===== config.mk =====
export PLATFORM = sky130hd
export DESIGN_NAME = fg_profile_sequencer
export DESIGN_NICKNAME = d
export VERILOG_FILES = /design/src/rtl/fg_pkg.sv /design/src/rtl/fg_profile_store.sv /design/src/rtl/fg_profile_sequencer.sv
export SDC_FILE = /design/constraint.sdc
export NUM_CORES = 1
export LEC_CHECK = 0
export ABC_AREA = 1
export CAP_MARGIN = 20
export CORE_MARGIN = 10
export CORE_UTILIZATION = 50
export DETAILED_ROUTE_END_ITERATION = 8
export GPL_TIMING_DRIVEN = 1
export PLACE_DENSITY = 0.66
export SETUP_SLACK_MARGIN = 0.3
export SKIP_LAST_GASP = 1
export SYNTH_ARGS = -nofsm -noshare
export SYNTH_HDL_FRONTEND = slang
export SYNTH_SLANG_ARGS = --single-unit

===== constraint.sdc =====
create_clock -name clk_i -period 3.1 [get_ports clk_i]
set_clock_uncertainty 0.1 [all_clocks]
set_input_delay 0.62 -clock clk_i [delete_from_list [all_inputs] [get_ports clk_i]]
set_output_delay 0.62 -clock clk_i [all_outputs]
set_load 0.05 [all_outputs]

===== src/rtl/fg_pkg.sv =====
// -----------------------------------------------------------------------------
// fg_pkg
// Shared definitions for the function-generator profile sequencer:
//   - sequencer state encoding (IDLE / LOAD / RUN)
//   - host write-select codes for the profile store
//   - default widths of a configuration word and of a dwell count
// No ports; imported by fg_profile_store and fg_profile_sequencer.
// -----------------------------------------------------------------------------
package fg_pkg;

  localparam int DEFAULT_CONFIG_REG_BITWIDTH = 64;
  localparam int DEFAULT_DWELL_BITWIDTH      = 16;

  typedef enum logic [1:0] {
    ST_IDLE = 2'd0,
    ST_LOAD = 2'd1,
    ST_RUN  = 2'd2
  } fg_state_t;

  // wrSel codes; code 3 is accepted on the bus but writes nothing
  localparam logic [1:0] WR_CFG_LO = 2'd0;
  localparam logic [1:0] WR_CFG_HI = 2'd1;
  localparam logic [1:0] WR_DWELL  = 2'd2;

endpackage


===== src/rtl/fg_profile_store.sv =====
// -----------------------------------------------------------------------------
// fg_profile_store
// Register file holding PROFILE_COUNT profiles, each a configuration word plus
// a dwell count. One synchronous host write port (32-bit slices selected by
// wr_sel) and one asynchronous read port indexed by the sequencer.
// Ports:
//   clk, rst            clock, synchronous active-high reset (clears all)
//   wr_en, wr_profile   write strobe and target profile
//   wr_sel, wr_data     slice select (cfg low / cfg high / dwell) and data
//   rd_profile          read index
//   rd_cfg, rd_dwell    stored configuration word and dwell of rd_profile
// A write and a read of the same profile in one cycle returns the old value;
// the new value is visible after the edge.
// -----------------------------------------------------------------------------
module fg_profile_store
  import fg_pkg::*;
#(
  parameter int CONFIG_REG_BITWIDTH = DEFAULT_CONFIG_REG_BITWIDTH,
  parameter int PROFILE_COUNT       = 4,
  parameter int DWELL_BITWIDTH      = DEFAULT_DWELL_BITWIDTH
) (
  input  logic                             clk,
  input  logic                             rst,
  input  logic                             wr_en,
  input  logic [$clog2(PROFILE_COUNT)-1:0] wr_profile,
  input  logic [1:0]                       wr_sel,
  input  logic [31:0]                      wr_data,
  input  logic [$clog2(PROFILE_COUNT)-1:0] rd_profile,
  output logic [CONFIG_REG_BITWIDTH-1:0]   rd_cfg,
  output logic [DWELL_BITWIDTH-1:0]        rd_dwell
);

  logic [CONFIG_REG_BITWIDTH-1:0] cfg_mem   [PROFILE_COUNT];
  logic [DWELL_BITWIDTH-1:0]      dwell_mem [PROFILE_COUNT];

  always_ff @(posedge clk) begin
    if (rst) begin
      for (int i = 0; i < PROFILE_COUNT; i++) begin
        cfg_mem[i]   <= '0;
        dwell_mem[i] <= '0;
      end
    end else if (wr_en) begin
      case (wr_sel)
        WR_CFG_LO: cfg_mem[wr_profile][31:0] <= wr_data;
        WR_CFG_HI: cfg_mem[wr_profile][CONFIG_REG_BITWIDTH-1:32] <= wr_data[CONFIG_REG_BITWIDTH-33:0];
        WR_DWELL:  dwell_mem[wr_profile] <= wr_data[DWELL_BITWIDTH-1:0];
        default:   ;
      endcase
    end
  end

  assign rd_cfg   = cfg_mem[rd_profile];
  assign rd_dwell = dwell_mem[rd_profile];

endmodule


===== src/rtl/fg_profile_sequencer.sv =====
// -----------------------------------------------------------------------------
// fg_profile_sequencer
// Steps the function generator through stored profiles 0..last, presenting
// each configuration word on CR_bus_o for its dwell count of output strobes.
// Ports:
//   clk_i, rst_i        clock, synchronous active-high reset
//   wrEn_i, wrProfile_i, wrSel_i, wrData_i   host write into the profile store
//   start_i             start a sequence (only from IDLE)
//   stop_i              abort a running sequence (beats start and strobe)
//   loop_i, lastProfile_i  sequence options, latched when start is accepted
//   strobe_i            generator output-valid; each one consumes one dwell
//   CR_bus_o            shadow copy of the active configuration word
//   outputEnable_o      generator output enable
//   activeProfile_o     index of the profile on CR_bus_o
//   busy_o              high in LOAD or RUN
//   done_o              one-cycle pulse when a non-looping sequence completes
//   dbg_state_o         current FSM state (fg_state_t encoding)
// Strobe semantics: strobe_i is a qualifier, not a handshake. It is counted
// only in RUN; there is no back-pressure toward the generator.
// All outputs come straight from flops.
// -----------------------------------------------------------------------------
module fg_profile_sequencer
  import fg_pkg::*;
#(
  parameter int CONFIG_REG_BITWIDTH = DEFAULT_CONFIG_REG_BITWIDTH,
  parameter int PROFILE_COUNT       = 4,
  parameter int DWELL_BITWIDTH      = DEFAULT_DWELL_BITWIDTH
) (
  input  logic                             clk_i,
  input  logic                             rst_i,
  input  logic                             wrEn_i,
  input  logic [$clog2(PROFILE_COUNT)-1:0] wrProfile_i,
  input  logic [1:0]                       wrSel_i,
  input  logic [31:0]                      wrData_i,
  input  logic                             start_i,
  input  logic                             stop_i,
  input  logic                             loop_i,
  input  logic [$clog2(PROFILE_COUNT)-1:0] lastProfile_i,
  input  logic                             strobe_i,
  output logic [CONFIG_REG_BITWIDTH-1:0]   CR_bus_o,
  output logic                             outputEnable_o,
  output logic [$clog2(PROFILE_COUNT)-1:0] activeProfile_o,
  output logic                             busy_o,
  output logic                             done_o,
  output logic [1:0]                       dbg_state_o
);

  localparam int IDX_W = $clog2(PROFILE_COUNT);
  localparam logic [IDX_W-1:0]          IDX_ONE   = IDX_W'(1);
  localparam logic [DWELL_BITWIDTH-1:0] DWELL_ONE = DWELL_BITWIDTH'(1);

  fg_state_t                     state;
  logic [IDX_W-1:0]              idx;
  logic [IDX_W-1:0]              last_q;
  logic                          loop_q;
  logic [DWELL_BITWIDTH-1:0]     dwell_cnt;
  logic [CONFIG_REG_BITWIDTH-1:0] cr_q;
  logic                          oe_q;
  logic [IDX_W-1:0]              active_q;
  logic                          busy_q;
  logic                          done_q;

  logic [CONFIG_REG_BITWIDTH-1:0] rd_cfg;
  logic [DWELL_BITWIDTH-1:0]      rd_dwell;
  logic [DWELL_BITWIDTH-1:0]      dwell_eff;

  fg_profile_store #(
    .CONFIG_REG_BITWIDTH (CONFIG_REG_BITWIDTH),
    .PROFILE_COUNT       (PROFILE_COUNT),
    .DWELL_BITWIDTH      (DWELL_BITWIDTH)
  ) u_store (
    .clk        (clk_i),
    .rst        (rst_i),
    .wr_en      (wrEn_i),
    .wr_profile (wrProfile_i),
    .wr_sel     (wrSel_i),
    .wr_data    (wrData_i),
    .rd_profile (idx),
    .rd_cfg     (rd_cfg),
    .rd_dwell   (rd_dwell)
  );

  // A stored dwell of zero still shows the profile for one strobe
  assign dwell_eff = (rd_dwell == '0) ? DWELL_ONE : rd_dwell;

  always_ff @(posedge clk_i) begin
    if (rst_i) begin
      state     <= ST_IDLE;
      idx       <= '0;
      last_q    <= '0;
      loop_q    <= 1'b0;
      dwell_cnt <= '0;
      cr_q      <= '0;
      oe_q      <= 1'b0;
      active_q  <= '0;
      busy_q    <= 1'b0;
      done_q    <= 1'b0;
    end else begin
      done_q <= 1'b0;
      case (state)
        ST_IDLE: begin
          if (start_i && !stop_i) begin
            state  <= ST_LOAD;
            idx    <= '0;
            loop_q <= loop_i;
            last_q <= lastProfile_i;
            busy_q <= 1'b1;
          end
        end

        ST_LOAD: begin
          if (stop_i) begin
            state  <= ST_IDLE;
            oe_q   <= 1'b0;
            busy_q <= 1'b0;
          end else begin
            // Store read is asynchronous, so a host write landing on this
            // same edge is not seen here: the old word is captured.
            cr_q      <= rd_cfg;
            dwell_cnt <= dwell_eff;
            active_q  <= idx;
            oe_q      <= 1'b1;
            state     <= ST_RUN;
          end
        end

        ST_RUN: begin
          if (stop_i) begin
            state  <= ST_IDLE;
            oe_q   <= 1'b0;
            busy_q <= 1'b0;
          end else if (strobe_i) begin
            if (dwell_cnt == DWELL_ONE) begin
              if (idx < last_q) begin
                idx   <= idx + IDX_ONE;
                state <= ST_LOAD;
              end else if (loop_q) begin
                idx   <= '0;
                state <= ST_LOAD;
              end else begin
                state  <= ST_IDLE;
                oe_q   <= 1'b0;
                busy_q <= 1'b0;
                done_q <= 1'b1;
              end
            end else begin
              dwell_cnt <= dwell_cnt - DWELL_ONE;
            end
          end
        end

        default: begin
          state  <= ST_IDLE;
          oe_q   <= 1'b0;
          busy_q <= 1'b0;
        end
      endcase
    end
  end

  assign CR_bus_o        = cr_q;
  assign outputEnable_o  = oe_q;
  assign activeProfile_o = active_q;
  assign busy_o          = busy_q;
  assign done_o          = done_q;
  assign dbg_state_o     = state;

endmodule


==> Implementation_results.wiki <==
{| class="wikitable"
! Metric !! Value
|-
| Pin count of the biggest net entering global routing || 133
|-
| Post-synth net total || 1765
|-
| Final number of setup-violating endpoints || 0
|-
| Max_slew headroom || 47.4%
|-
| Top area cells in the synthesized netlist || sky130_fd_sc_hd__edfxtp_1, sky130_fd_sc_hd__dfxtp_1, sky130_fd_sc_hd__nor2_1
|-
| Effective utilization at floorplan || 50.9%
|-
| Most area-hungry cell type in the Yosys netlist || sky130_fd_sc_hd__edfxtp_1
|-
| Worst setup slack after placement || 0.260 ns
|-
| Number of buffers inserted to repair setup after CTS || 0
|-
| Critical setup path kind || reg -> out
|-
| Critical path launch point type || register
|-
| Max-cap violation count || 0
|-
| RSZ-0062 raised after global routing || no
|-
| Total number of nets in the final design || 1881
|-
| Leakage power figure || 7.95 nW
|-
| First element of the critical path || dbg_state_o[1]$_SDFFE_PP0P_
|-
| Gr usage total || 21.3%
|-
| Largest fanout on the critical path || 5
|-
| Quantity of gates resized following cts || 0
|-
| Deepest level of the CTS H-tree || 2
|-
| Area growth syn-to-layout || 18.1%
|-
| Longest Clk Path Bufs || 3
|-
| Iteration-0 DRC count of the detailed router || 1181
|-
| Share of synthesized flip-flops with an asynchronous set or reset || 0%
|-
| Count of buffers from port buffering || 115
|-
| Wire length of the first global-routing pass || 73.7 mm
|-
| Most frequent cells after synthesis || sky130_fd_sc_hd__nor2_1, sky130_fd_sc_hd__edfxtp_1, sky130_fd_sc_hd__nand2_1, sky130_fd_sc_hd__inv_1, sky130_fd_sc_hd__o21ai_0
|-
| Register-to-register path setup slack || 0.92 ns
|-
| Worst Path Buf+Inv || 1
|-
| Depth of the critical timing path with buffers and inverters included || 1
|-
| X dimension of the die || 208 um
|-
| Clock slew at reported path FFs || 0.06 ns
|-
| Actual transition at the worst max-transition pin || 0.789 ns
|-
| Detail-routed via count per cell || 5.56
|-
| Number of storage elements in the synthesis netlist || 414
|-
| Cell area after synthesis || 17600 um^2
|-
| Final critical path time including I/O delays and setup || 2.63 ns
|-
| Final period util || 85.0%
|-
| Total number of vias || 12900
|-
| Row cnt || 68
|-
| Crit path largest cell delay || 0.87 ns
|-
| Detailed placement HPWL || 30.3 mm
|-
| Sequential share of the synthesized area || 65.2%
|-
| Number of diodes added for antenna fixing || 0
|-
| Cell with the largest stage delay on the worst path || sky130_fd_sc_hd__clkdlybuf4s50_1
|-
| Antenna violations before repair || 0
|-
| Hold buffer count at CTS || 0
|-
| Core area || 34600 um^2
|-
| Total wire length || 47.3 mm
|-
| Most used flip-flop cell after synthesis || sky130_fd_sc_hd__edfxtp_1
|-
| TritonCTS clock tree || yes
|-
| Vert. Die Dim || 208 um
|-
| Number of flops mapped to enable cells by yosys || 320
|-
| Number of global-route vias before repair || 12800
|-
| Fraction of the core area covered by cells at the end of the flow || 60.1%
|-
| Global route overflow || 0
|-
| Maximum resistive drop on vdd || 0.469 mV
|-
| Most instantiated library cell after synthesis || sky130_fd_sc_hd__nor2_1
|-
| Cell at the root of the clock tree || sky130_fd_sc_hd__clkbuf_16
|-
| Post-route worst hold slack || 0.363 ns
|-
| End point of the critical path || dbg_state_o[1]
|-
| Num ports || 116
|-
| Pwr/cell area || 599 nW/um^2
|-
| Type of the tightest min-delay check || reg -> reg
|-
| Maximum clock frequency || 0.380 GHz
|-
| Launch instance of the worst register-to-register path || idx[0]$_SDFFE_PP0P_
|-
| Ordered cell list for the critical path || clkdlybuf4s50_1
|-
| First drt pass iteration count || 7
|-
| Residual DRC count || 0
|-
| Crit path max-delay family || buffers and inverters
|-
| Insertion delay of the later-clocked pin in the worst-skew pair || 0.55 ns
|-
| Die ar. || 43200 um^2
|-
| Number of synthesis warnings || 0
|-
| CP arrival || 1.91 ns
|-
| Critical Path End Type || output pin
|-
| Filler cell count in the final layout || 2836
|-
| Worst setup margin || 0.465 ns
|-
| Endpoint of the worst-slack reg-to-reg timing path || CR_bus_o[12]$_SDFFE_PP0N_
|-
| Worst r2r path cells || 6
|-
| Share of the synthesized area in the top cell type || 54.5%
|-
| Count of unique library cells instantiated by Yosys || 38
|-
| Post-route setup TNS || 0 ns
|-
| Final-report max-slew violation count || 0
|-
| Number of antenna-violating nets in the routed design || 0
|-
| CTS Buf Count || 43
|-
| Final hold violation count || 0
|-
| Final weighted congestion in routability-driven placement || 0.885
|-
| Clk sink count || 414
|-
| Fraction of final layout cells sized beyond drive strength 1 || 7.33%
|-
| Synthesized instance count || 1717
|-
| Data required time at the worst endpoint || 2.38 ns
|-
| Status || finished, final reports clean
|-
| Final routed wire length divided by cell count || 20.4 um
|-
| Min-Delay Path Depth || 2
|-
| Average cell area after synthesis || 10.3 um^2
|}
==> worst min path at each step <==
stage	startpoint	endpoint	slack [ns]
CTS	last_q[1]$_SDFFE_PP0P_	last_q[1]$_SDFFE_PP0P_	0.36
floorplan	last_q[1]$_SDFFE_PP0P_	last_q[1]$_SDFFE_PP0P_	0.33
finish	last_q[1]$_SDFFE_PP0P_	last_q[1]$_SDFFE_PP0P_	0.36
global placement	last_q[1]$_SDFFE_PP0P_	last_q[1]$_SDFFE_PP0P_	0.35
detailed placement	last_q[1]$_SDFFE_PP0P_	last_q[1]$_SDFFE_PP0P_	0.35
global route	last_q[1]$_SDFFE_PP0P_	last_q[1]$_SDFFE_PP0P_	0.42
==> sequential cells by signal, indices dropped and copies added (netlist names), named ones only <==
signal / count
activeProfile_o: 2
CR_bus_o: 64
u_store.cfg_mem: 256
dwell_cnt: 16
loop_q: 1
last_q: 2
done_o: 1
outputEnable_o: 1
busy_o: 1
idx: 2
dbg_state_o: 2
u_store.dwell_mem: 64
==> layout make-up <==
type                            instances  area, um^2  area share, %
Clock buffer                           66        1250           6.03
Clock inverter                         14         156          0.751
Inverter                              174         653           3.14
Multi-Input combinational cell       1027        5040           24.2
Sequential cell                       414       11500           55.2
Tap cell                              455         569           2.73
Timing Repair Buffer                  173        1650           7.92
==> cells in the final DEF, fill, tap and decap left out, types with 2 or more instances in the layout <==
cell type | netlist | final
sky130_fd_sc_hd__clkbuf_1 | 51 | 16
sky130_fd_sc_hd__xor2_1 | 6 | 6
sky130_fd_sc_hd__nand3_1 | 57 | 57
sky130_fd_sc_hd__clkinv_2 | 0 | 4
sky130_fd_sc_hd__inv_2 | 9 | 9
sky130_fd_sc_hd__nor4_1 | 3 | 3
sky130_fd_sc_hd__o221ai_1 | 62 | 62
sky130_fd_sc_hd__o31ai_1 | 2 | 2
sky130_fd_sc_hd__clkbuf_16 | 0 | 45
sky130_fd_sc_hd__inv_1 | 149 | 149
sky130_fd_sc_hd__buf_12 | 0 | 5
sky130_fd_sc_hd__clkinv_1 | 16 | 21
sky130_fd_sc_hd__a21o_1 | 2 | 2
sky130_fd_sc_hd__nor3_2 | 3 | 2
sky130_fd_sc_hd__dfxtp_1 | 94 | 92
sky130_fd_sc_hd__a21oi_1 | 24 | 24
sky130_fd_sc_hd__nor3_1 | 9 | 9
sky130_fd_sc_hd__nand4_1 | 3 | 3
sky130_fd_sc_hd__ha_1 | 3 | 3
sky130_fd_sc_hd__o32ai_1 | 2 | 2
sky130_fd_sc_hd__bufinv_16 | 0 | 3
sky130_fd_sc_hd__edfxtp_1 | 320 | 320
sky130_fd_sc_hd__mux2i_1 | 62 | 62
sky130_fd_sc_hd__dfxtp_4 | 0 | 2
sky130_fd_sc_hd__clkdlybuf4s50_1 | 0 | 115
sky130_fd_sc_hd__buf_4 | 3 | 53
sky130_fd_sc_hd__nand2_1 | 160 | 160
sky130_fd_sc_hd__o21ai_1 | 27 | 28
sky130_fd_sc_hd__clkbuf_8 | 0 | 5
sky130_fd_sc_hd__o21bai_1 | 3 | 3
sky130_fd_sc_hd__o211ai_1 | 3 | 3
sky130_fd_sc_hd__o21ai_0 | 124 | 123
sky130_fd_sc_hd__nor2_1 | 463 | 463
==> metal layers <==
layer	share of wire, %	GRT usage [%]
met3	7.4	3.41
met2	48	34.8
met5	0	0
met4	2.9	6.87
met1	42	28.4
==> logic make-up after synthesis <==
family	share of synthesized area [%]
AOI/OAI and AO/OA	8.64
xor gates and xnor gates	0.298
adders and majority gates	0.213
buffers and inverters	6.30
DFF	65.2
muxes	3.52
and+or+nand+nor	15.9
==> through the flow <==
| step | power (W) | instance area (um^2) | cells |
|---|---|---|---|
| after floorplan | 0.00701 | 17600 | 1717 |
| after global placement | 0.00740 | 19400 | 2243 |
| after detailed placement | 0.00742 | 19400 | 2243 |
| after CTS | 0.0125 | 20800 | 2323 |
| after global routing | 0.0128 | 20800 | 2323 |
| final | 0.0125 | 20800 | 2323 |
==> worst reg2reg max path, cell delays in order, from the launching register on <==
cell	delay [ns]
sky130_fd_sc_hd__dfxtp_4	0.35
sky130_fd_sc_hd__inv_2	0.47
sky130_fd_sc_hd__buf_4	0.61
sky130_fd_sc_hd__nor2_1	0.11
sky130_fd_sc_hd__o21ai_0	0.24
sky130_fd_sc_hd__o221ai_1	0.17
sky130_fd_sc_hd__inv_1	0.08
==> report_power, final <==
group | switching [W] | total, W | internal (W)
clock | 0.00211 | 0.00516 | 0.00305
combinational | 0.000620 | 0.000901 | 0.000281
sequential | 0.000113 | 0.00641 | 0.00629
total | 0.00284 | 0.0125 | 0.00962
(Power assumes the default switching activity.)
